===== src/rtl/target_bbox_extractor.sv =====
// Per-frame bounding box of a binary target mask, committed at each frame sync,
// with a held box and a loss flag after a run of empty frames.
module target_bbox_extractor #(
  parameter int H_ACTIVE    = 1280,
  parameter int V_ACTIVE    = 720,
  parameter int MIN_PIXELS  = 64,
  parameter int LOST_FRAMES = 4
) (
  input  logic        clk,
  input  logic        rst,
  input  logic        vs,
  input  logic        de,
  input  logic        mask,
  output logic [10:0] x_min,
  output logic [10:0] x_max,
  output logic [9:0]  y_min,
  output logic [9:0]  y_max,
  output logic        frame_done,
  output logic        target_lost
);

  localparam logic [0:0] WAIT_SYNC = 1'b0;
  localparam logic [0:0] ACCUM     = 1'b1;

  localparam int          EW       = (LOST_FRAMES < 2) ? 1 : $clog2(LOST_FRAMES + 1);
  localparam logic [10:0] H_LIM    = 11'(H_ACTIVE);
  localparam logic [9:0]  V_LIM    = 10'(V_ACTIVE);
  localparam logic [20:0] PIX_MIN  = 21'(MIN_PIXELS);
  localparam logic [EW-1:0] LOST_LIM = EW'(LOST_FRAMES);
  localparam logic [10:0] X_CENTRE = 11'(H_ACTIVE / 2);
  localparam logic [9:0]  Y_CENTRE = 10'(V_ACTIVE / 2);

  function automatic logic [10:0] inc_sat11(input logic [10:0] v);
    return (&v) ? v : v + 11'd1;
  endfunction

  function automatic logic [9:0] inc_sat10(input logic [9:0] v);
    return (&v) ? v : v + 10'd1;
  endfunction

  function automatic logic [20:0] inc_sat21(input logic [20:0] v);
    return (&v) ? v : v + 21'd1;
  endfunction

  function automatic logic [EW-1:0] inc_sat_lost(input logic [EW-1:0] v);
    return (v >= LOST_LIM) ? LOST_LIM : v + EW'(1);
  endfunction

  logic [0:0]    state;
  logic          vs_d, de_d;
  logic [10:0]   x_cnt;
  logic [9:0]    y_cnt;
  logic [10:0]   acc_xmin, acc_xmax;
  logic [9:0]    acc_ymin, acc_ymax;
  logic [20:0]   pix_cnt;
  logic [EW-1:0] empty_cnt;

  logic          vs_rise, de_fall, pix_hit;
  logic [9:0]    pix_y;
  logic [10:0]   base_xmin, base_xmax, nxt_xmin, nxt_xmax;
  logic [9:0]    base_ymin, base_ymax, nxt_ymin, nxt_ymax;
  logic [20:0]   base_cnt, nxt_cnt;
  logic [EW-1:0] empty_inc;

  // A pixel coincident with the frame sync is the first sample of the new frame.
  always_comb begin
    vs_rise   = vs & ~vs_d;
    de_fall   = ~de & de_d;
    pix_y     = vs_rise ? 10'd0 : y_cnt;
    pix_hit   = de & mask & (x_cnt < H_LIM) & (pix_y < V_LIM) &
                ((state == ACCUM) | vs_rise);
    base_xmin = vs_rise ? 11'h7FF : acc_xmin;
    base_xmax = vs_rise ? 11'h000 : acc_xmax;
    base_ymin = vs_rise ? 10'h3FF : acc_ymin;
    base_ymax = vs_rise ? 10'h000 : acc_ymax;
    base_cnt  = vs_rise ? 21'd0   : pix_cnt;
    nxt_xmin  = base_xmin;
    nxt_xmax  = base_xmax;
    nxt_ymin  = base_ymin;
    nxt_ymax  = base_ymax;
    nxt_cnt   = base_cnt;
    if (pix_hit) begin
      if (x_cnt < base_xmin) nxt_xmin = x_cnt;
      if (x_cnt > base_xmax) nxt_xmax = x_cnt;
      if (pix_y < base_ymin) nxt_ymin = pix_y;
      if (pix_y > base_ymax) nxt_ymax = pix_y;
      nxt_cnt = inc_sat21(base_cnt);
    end
    empty_inc = inc_sat_lost(empty_cnt);
  end

  always_ff @(posedge clk) begin
    if (rst) begin
      state       <= WAIT_SYNC;
      vs_d        <= 1'b0;
      de_d        <= 1'b0;
      x_cnt       <= 11'd0;
      y_cnt       <= 10'd0;
      acc_xmin    <= 11'h7FF;
      acc_xmax    <= 11'h000;
      acc_ymin    <= 10'h3FF;
      acc_ymax    <= 10'h000;
      pix_cnt     <= 21'd0;
      empty_cnt   <= '0;
      x_min       <= X_CENTRE;
      x_max       <= X_CENTRE;
      y_min       <= Y_CENTRE;
      y_max       <= Y_CENTRE;
      frame_done  <= 1'b0;
      target_lost <= 1'b1;
    end else begin
      vs_d       <= vs;
      de_d       <= de;
      frame_done <= 1'b0;

      if (de_fall)  x_cnt <= 11'd0;
      else if (de)  x_cnt <= inc_sat11(x_cnt);

      if (vs_rise)      y_cnt <= 10'd0;
      else if (de_fall) y_cnt <= inc_sat10(y_cnt);

      acc_xmin <= nxt_xmin;
      acc_xmax <= nxt_xmax;
      acc_ymin <= nxt_ymin;
      acc_ymax <= nxt_ymax;
      pix_cnt  <= nxt_cnt;

      case (state)
        WAIT_SYNC: begin
          if (vs_rise) state <= ACCUM;
        end
        default: begin
          // Commit uses the accumulators as they stood before this cycle's pixel.
          if (vs_rise) begin
            frame_done <= 1'b1;
            if (pix_cnt >= PIX_MIN) begin
              x_min       <= acc_xmin;
              x_max       <= acc_xmax;
              y_min       <= acc_ymin;
              y_max       <= acc_ymax;
              empty_cnt   <= '0;
              target_lost <= 1'b0;
            end else begin
              empty_cnt <= empty_inc;
              if (empty_inc == LOST_LIM) target_lost <= 1'b1;
            end
          end
        end
      endcase
    end
  end

endmodule


===== config.mk =====
export PLATFORM = sky130hd
export DESIGN_NAME = target_bbox_extractor
export DESIGN_NICKNAME = d
export VERILOG_FILES = /design/src/rtl/target_bbox_extractor.sv
export SDC_FILE = /design/constraint.sdc
export NUM_CORES = 1
export LEC_CHECK = 0
export BUFFER_PORTS_ARGS = -buffer_cell sky130_fd_sc_hd__buf_4
export CORE_AREA = 5 5 116 118
export CTS_CLUSTER_SIZE = 24
export DETAILED_ROUTE_END_ITERATION = 8
export DIE_AREA = 0 0 121 123
export GPL_TIMING_DRIVEN = 0
export PLACE_DENSITY = 0.76
export RECOVER_POWER = 100
export SETUP_SLACK_MARGIN = 0.3
export SLEW_MARGIN = 15
export SYNTH_ARGS = -nofsm -noshare
export SYNTH_HDL_FRONTEND = slang
export SYNTH_SLANG_ARGS = --single-unit
export TNS_END_PERCENT = 1

===== constraint.sdc =====
create_clock -name clk -period 4.3 [get_ports clk]
set_clock_uncertainty 0.05 [all_clocks]
set_input_delay 0.215 -clock clk [delete_from_list [all_inputs] [get_ports clk]]
set_output_delay 0.215 -clock clk [all_outputs]
set_load 0.05 [all_outputs]

==> summary.md <==
| Metric | Value |
|---|---|
| Status | `complete, no violations` |
| Final Max Slew Viols | `0` |
| Num CTS Buffers | `17` |
| Final wirelength | `16900 um` |
| CP peak stage delay | `550 ps` |
| Total gr overflow | `0` |
| Postcts setup bufs | `0` |
| DIE WIDTH | `121 um` |
| Initial antenna violation count | `0` |
| Synth Instances | `a little under 800` |
| CP arrival | `between 4000 and 5000 ps` |
| VDD IR-drop max | `0.220 mV` |
| Syn_area_per_cell | `~8.3 um^2` |
| Startpoint Class | `flop` |
| RSZ-0062 raised after global routing | `true` |
| HP Class | `input pin to flop` |
| Seq/Total Area, Yosys | `around two fifths` |
| Clock-pin slew on the worst setup and hold paths | `60 ps` |
| Number of nets with antenna violations after routing | `0` |
| Worst Setup End Kind | `flop` |
| Slowest-stage cell, CP | `o221ai_1` |
| # rows | `41` |
| Post-DP HPWL | `12200 um` |
| Crit Path Category | `flop to flop` |
| Crit path max fanout | `10` |
| FMAX | `roughly 260 MHz` |
| Clk_lat worst skew | `420 ps` |
| Drt drc | `0` |
| Global-route usage over all layers | `approximately a quarter` |
| Port bufs | `48` |
| Period Utilization, post-route | `approximately nine tenths` |
| N_diodes | `0` |
| WL/cell | `16.2 um` |
| Vias in the first global route | `roughly 5500` |
| Die Ht | `between 100 and 150 um` |
| Top-Level Pins | `roughly 50` |
| Leakage | `2.93 nW` |
| First-pass DRT Iterations | `5` |
| Buf/Inv on CP | `4` |
| Final WS setup | `383 ps` |
| Post-Synth Simple-Gate Area | `between 20% and 30%` |
| CTS tree | `yes` |
| Fin. Hold Viols | `0` |
| PD cells | `between 300 and 400 mW/mm^2` |
| Filler instances | `~1100` |
| Max-cap violations | `0` |
| Starting Density | `a little over half` |
| Synth Area in Adders | `7.96%` |
| H-tree Lvls | `4` |
| Share of cells above drive strength 1 | `around 7.4%` |
| Max-slew headroom | `23.3%` |
| Post-synth ARST share | `0%` |
| Minimum clock period after layout | `between 3000 and 4000 ps` |
| Routability cong. | `0.921` |
| Area growth syn-to-layout | `15.0%` |
| WP data required | `4520 ps` |
| Final setup TNS | `0 ps` |
| Syn Nets | `around 840` |
| Synthesis-stage register bit count | `between 100 and 150` |
| Vias | `roughly 5800` |
| Yosys Warn Count | `0` |
| Post-Synth XOR/XNOR Area | `between 3 and 4%` |
| Core outline area | `about 0.012 mm^2` |
| Die area | `roughly 0.015 mm^2` |
| CP top delay family | `buffers and inverters` |
| First-pass GRT wire length | `around 27000 um` |
| Endpoints failing setup | `0` |
| CP Cell Sequence | `nand2b_1 > buf_2 > clkbuf_2 > clkbuf_2 > nand2_1 > ha_1 > and4_1 > a221o_1 > o221ai_1 > clkbuf_1 > or2_1 > a21oi_1` |
| Post-synth EDFFs | `0` |
| Post-synthesis mux area share | `roughly 4.5%` |
| Slew @ Worst Pin | `between 1000 and 1500 ps` |
| Clk root buf | `clkbuf_16` |
| Clk sinks | `134` |
| Largest net degree at the start of global routing | `17` |
| Synth Flop Type | `dfxtp_1` |
| DR iter-0 viols | `between 400 and 500` |
| Drt via density | `between 5 and 6` |
| Synth Area in Compound Gates | `about 13%` |
| Largest family of logic cells by synthesized area | `simple AND/OR/NAND/NOR gates` |
| Most used cell, CP | `clkbuf_2` |
| Unique masters post-synth | `60` |
| Pre-CTS setup slack | `a little under 80 ps` |
| Post-synthesis cell area | `approximately 0.0066 mm^2` |
| Final nets | `907` |
| Clock Path Buffers | `2` |
## per-layer routing
| metal | wire [um] | vias up | global-route usage (%) |
|---|---|---|---|
| met5 | 0 | - | 0 |
| met4 | 376 | 0 | 9.99 |
| met3 | 1100 | 32 | 4.21 |
| met2 | 7570 | 193 | 37.9 |
| met1 | 7900 | 2707 | 31.0 |
| li1 | - | 2894 | - |
## synthesized netlist by cell type, types with 4 or more instances
cell	number	area [um^2]
o211ai_1	7	52.6
mux2i_1	24	240
xnor2_1	20	175
mux2_2	5	56.3
a21o_1	5	37.5
nor4_1	6	37.5
nand2_1	137	514
and2_1	8	50.1
or3_1	6	37.5
nand4_1	11	68.8
a31oi_1	6	37.5
a211oi_1	5	37.5
nand3b_1	14	105
and3_1	6	37.5
o31ai_1	12	90.1
clkbuf_1	36	135
ha_1	41	513
nor3_1	19	95.1
buf_2	4	20.0
nor2_1	80	300
xor2_1	7	61.3
nand3_1	32	160
dfxtp_1	134	2680
inv_1	26	97.6
a21oi_1	52	260
o21ai_0	16	80.1
nor2b_1	9	56.3
nand2b_1	6	37.5
or2_2	11	68.8
## report_power, final
| group | switching [mW] | internal, mW | leakage [nW] |
|---|---|---|---|
| sequential | 0.0160 | 1.26 | 1.08 |
| clock | 0.547 | 0.864 | 0.283 |
| combinational | 0.102 | 0.0495 | 1.56 |
## what timing repair did
item | CTS | global route
gates resized for setup | 2 | 8
endpoints found under the setup margin | 30 | 30
hold endpoints to repair | 1 | 0
hold buffers | 1 | 0
## placed cells by master (no fill, tap or decap), drive strengths merged, types with 7 or more instances in the layout
cell type  instances
nand4             11
and2               8
nor2b              9
ha                41
nand2            137
o31ai             12
o211ai             8
xor2               7
a21oi             52
nor3              19
dfxtp            134
clkbuf           106
or2               15
nand3             33
o21ai             17
inv               27
mux2i             24
clkinv             8
xnor2             20
nand3b            14
nor2              80
## cell type report
cell class / instances / area (um^2) / share of cell area (%)
clock inverter: 13 / 131 / 1.74
buffer: 45 / 193 / 2.55
timing repair buffer: 49 / 201 / 2.67
tap: 172 / 215 / 2.85
clock buffer: 19 / 443 / 5.86
multi-input combinational: 588 / 3590 / 47.5
sequential: 134 / 2680 / 35.5
inverter: 26 / 97.6 / 1.29
## metrics by stage
| step | util [%] | cell area (um^2) | std cells | hold WS (ps) | power, mW |
|---|---|---|---|---|---|
| 5_1_grt | 61.1 | 7560 | 1046 | 17.7 | 2.92 |
| 3_5_place_dp | 57.8 | 7150 | 1013 | 394 | 1.45 |
| 3_3_place_gp | 57.8 | 7150 | 1013 | 390 | 1.45 |
| 6_report | 61.1 | 7560 | 1046 | 22.7 | 2.84 |
| 2_1_floorplan | - | 6570 | 793 | 293 | 1.40 |
| 4_1_cts | 62.5 | 7730 | 1046 | 11.1 | 2.84 |
## cells by family (layout without fill, tap and decap cells)
logic type	count (synthesis)	count (layout)
xor gates and xnor gates	27	27
buffers and inverters	71	152
adders and majority gates	42	42
DFF	134	134
and+or+nand+nor	360	360
AOI/OAI and AO/OA	130	130
muxes	29	29
## worst reg2reg max path: stages, from the launching register on
cell	delay (ps)
dfxtp_1	320
nand2b_1	250
buf_2	320
clkbuf_2	320
clkbuf_2	350
nand2_1	130
ha_1	310
and4_1	220
a221o_1	320
o221ai_1	550
clkbuf_1	410
or2_1	160
a21oi_1	60
## worst paths after layout
check | from | to | slack, ps | cells after the start
worst max-delay path | vs_d | acc_ymax[0] | 380 | 12
worst min-delay path | de | de_d | 20 | 2
worst max register to register | vs_d | acc_ymax[0] | 380 | 12
worst min register to register | acc_ymax[9] | y_max[9] | 400 | 2
## registers in the layout, indices dropped and copies added (netlist names), 3 cells and up
name and count:
y_cnt 10, empty_cnt 3, acc_ymin 10, pix_cnt 21, acc_xmin 11, x_min 11, acc_ymax 10, x_max 11
acc_xmax 11, x_cnt 11, y_min 10, y_max 10
Note: power is estimated with default switching activity, not from simulation.
